[config.mk]
export PLATFORM = sky130hd
export DESIGN_NAME = dpram_port_arbiter
export DESIGN_NICKNAME = d
export VERILOG_FILES = /design/src/rtl/dpram_port_arbiter.sv
export SDC_FILE = /design/constraint.sdc
export NUM_CORES = 1
export LEC_CHECK = 0
export ABC_AREA = 1
export BUFFER_PORTS_ARGS = -buffer_cell sky130_fd_sc_hd__buf_2
export CORE_AREA = 5 5 333 335
export CTS_CLUSTER_DIAMETER = 150
export DETAILED_ROUTE_END_ITERATION = 10
export DIE_AREA = 0 0 338 340
export PLACE_DENSITY = 0.4
export SYNTH_ARGS = -nofsm -noshare
export SYNTH_HDL_FRONTEND = slang
export SYNTH_SLANG_ARGS = --single-unit
[constraint.sdc]
create_clock -name clk -period 2.1 [get_ports clk]
set_clock_uncertainty 0.2 [all_clocks]
set_input_delay 0.105 -clock clk [delete_from_list [all_inputs] [get_ports clk]]
set_output_delay 0.105 -clock clk [all_outputs]
set_load 0.02 [all_outputs]
[src/rtl/dpram_port_arbiter.sv]
// rtl/dpram_port_arbiter.sv - round-robin/fixed-priority arbiter sharing one DPRAM port
// Optional feature macro: DPRAM_ARB_RR_EN (defined = rotating-pointer round-robin,
// undefined = fixed priority with requester 0 highest). Lock behaviour is the same in both.
module dpram_port_arbiter #(
  parameter int NUM_REQ     = 3,
  parameter int ADDR_WIDTH  = 19,
  parameter int INOUT_WIDTH = 128
) (
  input  logic                           clk,
  input  logic                           rst_n,
  input  logic [NUM_REQ-1:0]             req,
  input  logic [NUM_REQ-1:0]             req_lock,
  input  logic [NUM_REQ-1:0]             req_we,
  input  logic [NUM_REQ*ADDR_WIDTH-1:0]  req_addr,
  input  logic [NUM_REQ*INOUT_WIDTH-1:0] req_wdata,
  output logic [NUM_REQ-1:0]             gnt,
  output logic [NUM_REQ-1:0]             rvalid,
  output logic [INOUT_WIDTH-1:0]         rdata,
  output logic                           mem_we,
  output logic [ADDR_WIDTH-1:0]          mem_addr,
  output logic [INOUT_WIDTH-1:0]         mem_din,
  input  logic [INOUT_WIDTH-1:0]         mem_dout
);

  localparam int IDW = (NUM_REQ > 1) ? $clog2(NUM_REQ) : 1;

  logic                   win_vld;
  logic [IDW-1:0]         win_id;
  logic [IDW-1:0]         idx;

  logic                   lock_vld_q, lock_vld_d;
  logic [IDW-1:0]         lock_id_q, lock_id_d;
  logic                   mem_we_q, mem_we_d;
  logic [ADDR_WIDTH-1:0]  mem_addr_q, mem_addr_d;
  logic [INOUT_WIDTH-1:0] mem_din_q, mem_din_d;
  logic                   s1_rd_q, s1_rd_d;
  logic [IDW-1:0]         s1_id_q, s1_id_d;
  logic                   s2_rd_q, s2_rd_d;
  logic [IDW-1:0]         s2_id_q, s2_id_d;
`ifdef DPRAM_ARB_RR_EN
  logic [IDW-1:0]         ptr_q, ptr_d;
`endif

  // Pick the winner: a live lock holder first, otherwise the first requester in priority order.
  always_comb begin
    win_vld = 1'b0;
    win_id  = '0;
    idx     = '0;
    if (lock_vld_q && req[lock_id_q]) begin
      win_vld = 1'b1;
      win_id  = lock_id_q;
    end else begin
      for (int o = 0; o < NUM_REQ; o++) begin
`ifdef DPRAM_ARB_RR_EN
        idx = IDW'((int'(ptr_q) + o) % NUM_REQ);
`else
        idx = IDW'(o);
`endif
        if (!win_vld && req[idx]) begin
          win_vld = 1'b1;
          win_id  = idx;
        end
      end
    end
    // Nothing may be granted while reset is held, even with requests pending.
    if (!rst_n) begin
      win_vld = 1'b0;
    end
  end

  // One-hot grant; a grant is only ever produced for an asserted request, so it is an acceptance.
  always_comb begin
    gnt = '0;
    if (win_vld) begin
      gnt[win_id] = 1'b1;
    end
  end

  // Next-state for lock, issue registers, return-tracking pipe and priority pointer.
  always_comb begin
    // A lock only survives an accepted beat that itself asked for the lock; any other cycle clears it.
    lock_vld_d = win_vld & req_lock[win_id];
    lock_id_d  = win_id;
    mem_we_d   = 1'b0;
    mem_addr_d = mem_addr_q;
    mem_din_d  = mem_din_q;
    s1_rd_d    = 1'b0;
    s1_id_d    = win_id;
    s2_rd_d    = s1_rd_q;
    s2_id_d    = s1_id_q;
    if (win_vld) begin
      mem_we_d   = req_we[win_id];
      mem_addr_d = req_addr[win_id*ADDR_WIDTH +: ADDR_WIDTH];
      mem_din_d  = req_wdata[win_id*INOUT_WIDTH +: INOUT_WIDTH];
      s1_rd_d    = ~req_we[win_id];
    end
`ifdef DPRAM_ARB_RR_EN
    ptr_d = ptr_q;
    if (win_vld) begin
      ptr_d = (win_id == IDW'(NUM_REQ - 1)) ? '0 : win_id + 1'b1;
    end
`endif
  end

  // State registers; reset also drops any reads still in flight.
  always_ff @(posedge clk or negedge rst_n) begin
    if (!rst_n) begin
      lock_vld_q <= 1'b0;
      lock_id_q  <= '0;
      mem_we_q   <= 1'b0;
      mem_addr_q <= '0;
      mem_din_q  <= '0;
      s1_rd_q    <= 1'b0;
      s1_id_q    <= '0;
      s2_rd_q    <= 1'b0;
      s2_id_q    <= '0;
`ifdef DPRAM_ARB_RR_EN
      ptr_q      <= '0;
`endif
    end else begin
      lock_vld_q <= lock_vld_d;
      lock_id_q  <= lock_id_d;
      mem_we_q   <= mem_we_d;
      mem_addr_q <= mem_addr_d;
      mem_din_q  <= mem_din_d;
      s1_rd_q    <= s1_rd_d;
      s1_id_q    <= s1_id_d;
      s2_rd_q    <= s2_rd_d;
      s2_id_q    <= s2_id_d;
`ifdef DPRAM_ARB_RR_EN
      ptr_q      <= ptr_d;
`endif
    end
  end

  // Read return: stage 2 of the pipe lines up with the DPRAM's synchronous output.
  always_comb begin
    rvalid = '0;
    if (s2_rd_q) begin
      rvalid[s2_id_q] = 1'b1;
    end
  end

  assign rdata    = mem_dout;
  assign mem_we   = mem_we_q;
  assign mem_addr = mem_addr_q;
  assign mem_din  = mem_din_q;

endmodule

==> impl_metrics.tcl, run 1 <==
set metrics [dict create \
    track_usage_pct 13.2 \
    crit_type "flop to output pin" \
    cts_buffer_depth 2 \
    drt_first_pass_iters 5 \
    critPathLaunchType "flop" \
    rrSetupSlack_ns -0.20 \
    p_leak_nw 11.7 \
    layout.nets 3207 \
    holdCritStartpoint "mem_dout[121]" \
    syn_inst 1644 \
    die_area_um2 115000 \
    place_ws_ns -0.206 \
    syn_nets 2224 \
    synth_seq_cells 155 \
    avgRoutedWirePerCell_um 20.0 \
    finalHoldViolCount 0 \
    root_buffer "clkbuf_16" \
    min_to "rdata[121]" \
    antenna_found_initial 21 \
    cts_made_buffers 17 \
    final_core_util_pct 20.9 \
    critPathTopFamily "simple AND/OR/NAND/NOR gates" \
    cts.sinks 155 \
    worst-slew-pin-transition_ns 0.856 \
    timing.critical_path.buf_inv 4 \
    drc 0 \
    area_growth_pct 117 \
    cp_max_fo 4 \
    power.density_nw_per_um2 731 \
    core_area_um2 108000 \
    grt_overflow_total 0 \
    crit_path_end_kind "output pin" \
    maxSlewHeadroom_pct 42.9 \
    synth_common_cells "nand2_1 (915), nand3_1 (205), dfrtp_1 (155)" \
    yosysSeqAreaShare_pct 37.4 \
    hold_class "input pin to output pin" \
    cts_tree "yes" \
    fmax_mhz 434 \
    finalSetupViolations 105 \
    setup-tns-final_ns -13.34 \
    crit_slowest_cell "dfrtp_1" \
    postRouteAntennaNets 0 \
    finalCritPeriodShare_pct 110 \
    start_util_pct 9.62 \
    rsz0062_at_grt "yes" \
    die_h_um 340 \
    grt_max_degree 100 \
    rows 121 \
    grt_pass1_wl_mm 107 \
    yosysMostFrequentCell "nand2_1" \
    synth_ff_type "dfrtp_1" \
    reg2reg_depth 15 \
    ys_warn_count 0 \
    crit_chain "inv_2 -> nand2_2 -> nand2_4 -> nand4_1 -> nand2_8 -> nor2_4 -> buf_12 -> buf_12 -> buf_8" \
    synth_top_area_share_pct 37.4 \
    synth_cell_types 20 \
    critPathRequiredTime_ns 1.79 \
    routabilityCongestion 0.831 \
    die_w_um 338 \
    cp.arrival_ns 2.00 \
    crit_top_cell "buf_12" \
    dp_hpwl_mm 52.6 \
    io_pins 862 \
    via_per_inst 3.50 \
    wirelength_mm 81.3 \
    yosysTopAreaCell "dfrtp_1" \
    synthTopCellsByArea "dfrtp_1 (37%), nand2_1 (33%), buf_4 (10%)" \
    fin_ws_ns -0.203 \
    violations "setup timing" \
    fin_crit_ns 2.30 \
    maxSlewViolCount 0 \
    synth.avg_cell_area_um2 6.31 \
    drtIter0Drc 586 \
    worst_hold_slack_ns 0.0100 \
    r2r-end "mem_din[99]$_DFFE_PN0P_" \
    ir_worst_vdd_uv 532 \
    path_clk_slew_ns 0.08 \
    drive_above_1_share_pct 37.8 \
    whs_path_depth 0 \
    htreeDepth 4 \
    synth_edf_count 0 \
    maxCapViolCount 0 \
    io_buffer_count 605 \
    r2r_start "s1_id_q[0]$_DFF_PN0_" \
    first_global_vias 14700 \
    synthesis.area_um2 10400 \
    async_flop_share_pct 100 \
    vias 14200 \
    total_power_mw 16.5 \
    status "finished, violations left" \
    clkLatencyLatePin_ns 0.49 \
    max_stage_delay_ns 0.43 \
]
cell type report:
cell class / instances / area, µm²
fill: 12000 / 85300
timing repair buffer: 1189 / 10100
tap: 1414 / 1770
antenna: 11 / 27.5
clock inverter: 12 / 163
sequential: 155 / 3880
multi-input combinational: 1163 / 5750
inverter: 101 / 415
clock buffer: 20 / 447
flip-flops by register name, indices dropped and copies added, names as in the netlist:
name and count:
s2_rd_q 1, s2_id_q 2, s1_rd_q 1, mem_addr 19, mem_din 128, mem_we 1
lock_vld_q 1, s1_id_q 2
worst reg2reg max path, delay by kind of cell, from the launching register on:
kind,cells,cell delay [ns]
buf+inv,7,1.01
simple gates,8,0.56
flops,1,0.43
routing by layer:
metal,GRT usage [%],vias up,part of all wire [%]
li1,-,6887,-
met1,15.7,6610,41
met2,22.4,617,48
met3,4.10,126,7.7
met4,4.97,2,2.9
met5,0,-,0.0086
layout by cell type (no fill, tap or decap), drive strengths merged:
master	instances
a21oi	2
buf	724
bufbuf	1
bufinv	3
clkbuf	33
clkinv	5
clkinvlp	2
dfrtp	155
diode	11
dlygate4sd3	450
dlymetal6s4s	1
inv	103
nand2	918
nand3	206
nand4	3
nor2	30
nor3	1
nor3b	1
o31ai	1
or2	1
metrics by stage:
step	cell area, µm²	std cells
floorplan	10400	1644
global placement	14500	3494
detailed placement	14500	3494
CTS	21400	4043
global route	22500	4060
finish	22500	4065
kinds of logic (layout without fill, tap and decap cells):
family,Yosys count,in the layout,share of synthesized area (%)
AOI/OAI and AO/OA,3,3,0.410
buffers and inverters,326,1322,17.4
DFF,155,155,37.4
other,0,11,0
and+or+nand+nor,1160,1160,44.8
how the worst max path moves through the flow:
stage                     slack, ns            startpoint  depth (start not counted)                        to
final                         -0.20  s1_id_q[0]$_DFF_PN0_                          9                    gnt[1]
after global routing          -0.38  s1_id_q[0]$_DFF_PN0_                          9                    gnt[0]
after CTS                     -0.30  s1_id_q[0]$_DFF_PN0_                          9                    gnt[1]
after detailed placement      -0.21  s1_id_q[0]$_DFF_PN0_                         10  mem_din[104]$_DFFE_PN0P_
after global placement        -0.22  s1_id_q[1]$_DFF_PN0_                         10  mem_din[104]$_DFFE_PN0P_
after floorplan                0.31  s1_id_q[0]$_DFF_PN0_                         10      lock_vld_q$_DFF_PN0_
where the power goes:
group / internal, mW / total (mW) / switching [mW]
logic: 3.79 / 8.70 / 4.91
registers: 3.73 / 4.21 / 0.480
clock network: 1.92 / 3.57 / 1.65
total: 9.43 / 16.5 / 7.04
timing repair:
| item | 4_1_cts | 5_1_grt |
|---|---|---|
| pin swaps | 18 | 132 |
| setup buffers | 35 | 8 |
| gates cloned | 32 | 12 |
| endpoints found under the hold margin | 305 | 0 |
| gates resized for setup | 129 | 274 |
| endpoints found under the setup margin | 120 | 153 |
| hold buffers | 451 | 0 |
(Power assumes the default switching activity.)
==> inputs of run 2 (changes only) <==
ABC_AREA = default   (was 1)
CORE_AREA = 5 5 332 334   (was 5 5 333 335)
DIE_AREA = 0 0 337 339   (was 0 0 338 340)
PLACE_DENSITY = 0.38   (was 0.4)
==> impl_metrics.tcl, run 2 <==
set metrics [dict create \
    status "finished, violations left" \
    violations "setup timing" \
    switching_power_mw 4.04 \
    synth_edf_count 0 \
    root_buffer "clkbuf_16" \
    critPathLaunchType "flop" \
    htreeDepth 4 \
    rows 120 \
    total_power_mw 11.0 \
    io_pins 862 \
    pwr-share-comb_pct 35.9 \
    layout_commonest_cell "buf_2" \
    regArea_um2 3880 \
    cp.arrival_ns 2.38 \
    largest_reg_flops 128 \
    fin_crit_ns 2.20 \
    track_usage_pct 11.3 \
    area_growth_pct 126 \
    yosysMostFrequentCell "dfrtp_1" \
    layout.nets 2389 \
    crit_type "flop to flop" \
    synth_top_area_share_pct 45.0 \
    fin_ws_ns -0.0986 \
    dp_cells 2710 \
    syn_nets 1426 \
    start_util_pct 8.08 \
    vias 11300 \
    syn_inst 846 \
    io_buffer_count 605 \
    finalSetupViolations 74 \
    worst-slew-pin-transition_ns 0.682 \
    async_flop_share_pct 100 \
    clkLatencyLatePin_ns 0.48 \
    yosysSeqAreaShare_pct 45.0 \
    critPathTopFamily "buffers and inverters" \
    critPathRequiredTime_ns 2.29 \
    drt_first_pass_iters 7 \
    finalCritPeriodShare_pct 105 \
    synthesis.area_um2 8620 \
    die_area_um2 114000 \
    final_core_util_pct 18.3 \
    drive_above_1_share_pct 47.6 \
    grt_pass1_wl_mm 91.8 \
    yosysTopAreaCell "dfrtp_1" \
    cp_max_fo 8 \
    crit_path_end_kind "flop" \
    cts_made_buffers 17 \
    postRouteAntennaNets 0 \
    dp_hpwl_mm 51.4 \
    hold_class "input pin to output pin" \
    ys_warn_count 0 \
    maxCapViolCount 0 \
    ir_worst_vdd_uv 344 \
    drtIter0Drc 367 \
    timing.critical_path.buf_inv 5 \
    grt_overflow_total 0 \
    max_stage_delay_ns 0.37 \
    cts_tree "yes" \
    crit_chain "nand4b_1 -> buf_4 -> and3_4 -> buf_8 -> buf_12 -> buf_12 -> buf_12 -> a221oi_2 -> o2bb2ai_1" \
    multiInputGateArea_um2 4290 \
    fill_cells 11800 \
    synth_cell_types 29 \
    p_int_mw 6.98 \
    cts_buffer_depth 2 \
    switching_share_pct 36.6 \
    wirelength_mm 68.9 \
    finalHoldViolCount 0 \
    path_clk_slew_ns 0.08 \
    antenna_found_initial 29 \
    crit_top_cell "buf_12" \
    first_global_vias 12300 \
    die_h_um 339 \
    maxSlewViolCount 0 \
    seqPwrFrac_pct 32.8 \
    grt_max_degree 103 \
    synth_common_cells "dfrtp_1 (155), nor2_1 (150), a221oi_1 (147)" \
    synthTopCellsByArea "dfrtp_1 (45%), a221oi_1 (15%), o2bb2ai_1 (14%)" \
    power.density_nw_per_um2 566 \
    crit_slowest_cell "dfrtp_1" \
    via_per_inst 3.48 \
    synth.avg_cell_area_um2 10.2 \
    avgRoutedWirePerCell_um 21.3 \
    p_leak_nw 8.18 \
    cts.sinks 155 \
    die_w_um 337 \
    synth_ff_type "dfrtp_1" \
    core_area_um2 107000 \
    final_cell_mix "buf_2 (601), dlygate4sd3_1 (454), dfrtp_1 (155)" \
    fmax_mhz 455 \
    rsz0062_at_grt "yes" \
    final_cells 3235 \
    pwr-share-clk_pct 31.3 \
    drc 0 \
    maxSlewHeadroom_pct 54.6 \
    routabilityCongestion 0.772 \
    synth_seq_cells 155 \
]
-- run 2: area by class of cell --
| cell class | count | area share [%] |
|---|---|---|
| clock inverters | 15 | 0.847 |
| well taps | 1403 | 9.01 |
| diodes | 10 | 0.128 |
| flip-flops and latches | 155 | 19.9 |
| repair buffers | 1157 | 45.8 |
| multi-input cells | 477 | 22.0 |
| clock buffers | 17 | 2.18 |
| inverters | 1 | 0.0835 |
-- run 2: repair_timing --
item	in CTS	in global routing
resized for setup	57	120
pin swaps	4	46
setup buffers	12	9
cloned	4	7
hold buffers	454	0
hold endpoints to repair	306	0
setup endpoints to repair	83	146
-- run 2: logic make-up (layout without fill, tap and decap cells) --
family / count (synthesis) / in the layout / synth area share [%]
AO/OA/AOI/OAI: 304 / 304 / 30.6
buffers and inverters: 214 / 1190 / 16.0
flip-flops: 155 / 155 / 45.0
other: 0 / 10 / 0
AND/OR/NAND/NOR: 173 / 173 / 8.44
-- run 2: worst paths after layout --
path / startpoint / to / slack [ns] / cells past startpoint
setup / recovery: s1_id_q[0]$_DFF_PN0_ / mem_din[56]$_DFFE_PN0P_ / -0.1 / 9
hold / removal: mem_dout[114] / rdata[114] / 0.01 / 0
setup reg to reg: s1_id_q[0]$_DFF_PN0_ / mem_din[56]$_DFFE_PN0P_ / -0.1 / 9
hold reg to reg: s1_rd_q$_DFF_PN0_ / s2_rd_q$_DFF_PN0_ / 0.16 / 0
max in group asynchronous: rst_n / mem_din[105]$_DFFE_PN0P_ / 0.95 / 3
min in group asynchronous: rst_n / s1_id_q[1]$_DFF_PN0_ / 0.06 / 3
-- run 2: per-stage QoR --
stage	worst slack, ns	instance area [µm²]	setup TNS (ns)	hold slack, ns
after floorplan	0.314	8620	0	-0.391
after global placement	-0.0804	12800	-2.19	-0.0623
after detailed placement	-0.116	12800	-3.55	-0.0653
after CTS	-0.133	18500	-4.49	0.00689
after global routing	-0.230	19500	-17.97	0.0100
final	-0.0986	19500	-3.37	0.0100
-- run 2: routing by layer --
layer,GRT usage (%),routed length (µm),part of all wire (%)
met1,13.3,28600,41
met2,19.7,33600,49
met3,3.05,4180,6.1
met4,4.04,2470,3.6
met5,0,97,0.14
-- run 2: power by group through the flow --
stage / registers [mW] / clock network [mW] / logic [mW]
6_report: 3.62 / 3.45 / 3.96
5_1_grt: 3.67 / 3.73 / 4.23
4_1_cts: 3.62 / 3.67 / 3.74
3_5_place_dp: 3.67 / 0 / 2.84
3_3_place_gp: 3.67 / 0 / 2.85
2_1_floorplan: 4.16 / 0 / 1.11
==> inputs of run 3 (changes only) <==
CORE_AREA = 10 10 328 330   (was 5 5 332 334)
DIE_AREA = 0 0 338 340   (was 0 0 337 339)
PLACE_DENSITY = 0.39   (was 0.38)
==> impl_metrics.tcl, run 3 (synthesis results as in run 2) <==
set metrics [dict create \
    final_cells 3202 \
    routabilityCongestion 0.754 \
    crit_path_end_kind "output pin" \
    path_clk_slew_ns 0.07 \
    via_per_inst 3.50 \
    dp_cells 2690 \
    maxSlewHeadroom_pct 53.4 \
    p_leak_nw 7.91 \
    track_usage_pct 12.1 \
    maxCapViolCount 0 \
    drtIter0Drc 384 \
    antenna_found_initial 22 \
    largest_reg_flops 128 \
    vias 11200 \
    fin_ws_ns 0.00697 \
    worst-slew-pin-transition_ns 0.700 \
    htreeDepth 4 \
    grt_max_degree 94 \
    layout.nets 2390 \
    cts.sinks 155 \
    crit_type "flop to output pin" \
    total_power_mw 11.0 \
    io_buffer_count 605 \
    avgRoutedWirePerCell_um 22.6 \
    finalHoldViolCount 0 \
    layout_commonest_cell "buf_2" \
    fill_cells 11200 \
    maxSlewViolCount 0 \
    fin_crit_ns 2.09 \
    rows 117 \
    drive_above_1_share_pct 44.5 \
    worst_hold_slack_ns 0.0100 \
    postRouteAntennaNets 0 \
    cts_tree "yes" \
    dp_hpwl_mm 55.9 \
    io_pins 862 \
    fmax_mhz 478 \
    start_util_pct 8.52 \
    power.density_nw_per_um2 586 \
    cp_max_fo 6 \
    cp.arrival_ns 1.79 \
    critPathRequiredTime_ns 1.79 \
    finalSetupViolations 0 \
    die_h_um 340 \
    root_buffer "clkbuf_16" \
    finalCritPeriodShare_pct 99.7 \
    regArea_um2 3880 \
    die_w_um 338 \
    clkLatencyLatePin_ns 0.49 \
    core_area_um2 101000 \
    hold_class "input pin to output pin" \
    grt_pass1_wl_mm 97.2 \
    drt_first_pass_iters 5 \
    first_global_vias 12400 \
    grt_overflow_total 0 \
    final_cell_mix "buf_2 (601), dlygate4sd3_1 (453), dfrtp_1 (155)" \
    drc 0 \
    area_growth_pct 117 \
    cts_buffer_depth 2 \
    critPathLaunchType "flop" \
    cts_made_buffers 17 \
    die_area_um2 115000 \
    place_ws_ns -0.215 \
    multiInputGateArea_um2 3850 \
    ir_worst_vdd_uv 473 \
    status "completed" \
    rsz0062_at_grt "yes" \
    wirelength_mm 72.2 \
]
[run 3: power breakdown]
group | total [mW] | switching (mW) | leakage (nW) | internal [mW]
Combinational | 3.78 | 2.07 | 5.85 | 1.72
Clock | 3.57 | 1.67 | 0.295 | 1.90
Sequential | 3.62 | 0.235 | 1.77 | 3.39
Total | 11.0 | 3.97 | 7.91 | 7.00
[run 3: critical path, stage by stage, from the launching register on]
cell and delay, ns:
dfrtp_1 0.41, nand4b_1 0.17, and3_4 0.19, buf_12 0.13, buf_12 0.12, and2_4 0.15
buf_6 0.12
[run 3: routing by layer]
layer | routed length, µm | up-vias | share of wire, % | global-route usage (%)
met5 | 172 | - | 0.24 | 0
met4 | 2590 | 26 | 3.6 | 4.95
met3 | 6330 | 163 | 8.8 | 4.52
met2 | 32400 | 582 | 45 | 18.9
met1 | 30700 | 5353 | 43 | 14.7
li1 | - | 5094 | - | -
[run 3: timing repair]
| item | CTS | global route |
|---|---|---|
| gates resized for setup | 20 | 71 |
| gates cloned | 2 | 0 |
| endpoints found under the hold margin | 248 | 0 |
| hold buffers | 453 | 0 |
| endpoints found under the setup margin | 7 | 71 |
| pin swaps | 1 | 4 |
| buffers inserted | 9 | 5 |
[run 3: worst paths after layout]
check | from | cells past startpoint | slack [ns] | end
max | s1_id_q[1]$_DFF_PN0_ | 6 | 0.007 | gnt[0]
min | mem_dout[60] | 0 | 0.01 | rdata[60]
max reg2reg | s1_id_q[1]$_DFF_PN0_ | 8 | 0.07 | mem_addr[17]$_DFFE_PN0P_
min reg2reg | s1_rd_q$_DFF_PN0_ | 0 | 0.18 | s2_rd_q$_DFF_PN0_
max in group asynchronous | rst_n | 4 | 0.53 | mem_din[50]$_DFFE_PN0P_
min in group asynchronous | rst_n | 3 | 0.22 | mem_addr[12]$_DFFE_PN0P_
[run 3: cell type report]
| type | count | area share [%] |
|---|---|---|
| clock inverter | 15 | 1.01 |
| timing repair buffer | 1158 | 46.1 |
| antenna | 11 | 0.147 |
| multi-input combinational | 477 | 20.6 |
| inverter | 1 | 0.0468 |
| clock buffer | 17 | 2.27 |
| tap | 1368 | 9.14 |
| sequential | 155 | 20.7 |
[run 3: through the flow]
| stage | util [%] | area, µm² | setup TNS [ns] |
|---|---|---|---|
| finish | 18.5 | 18700 | 0 |
| global route | 18.5 | 18700 | -0.177 |
| CTS | 18.0 | 18200 | -0.0995 |
| detailed placement | 12.7 | 12800 | -0.559 |
| global placement | 12.7 | 12800 | -0.562 |
| floorplan | - | 8620 | 0 |
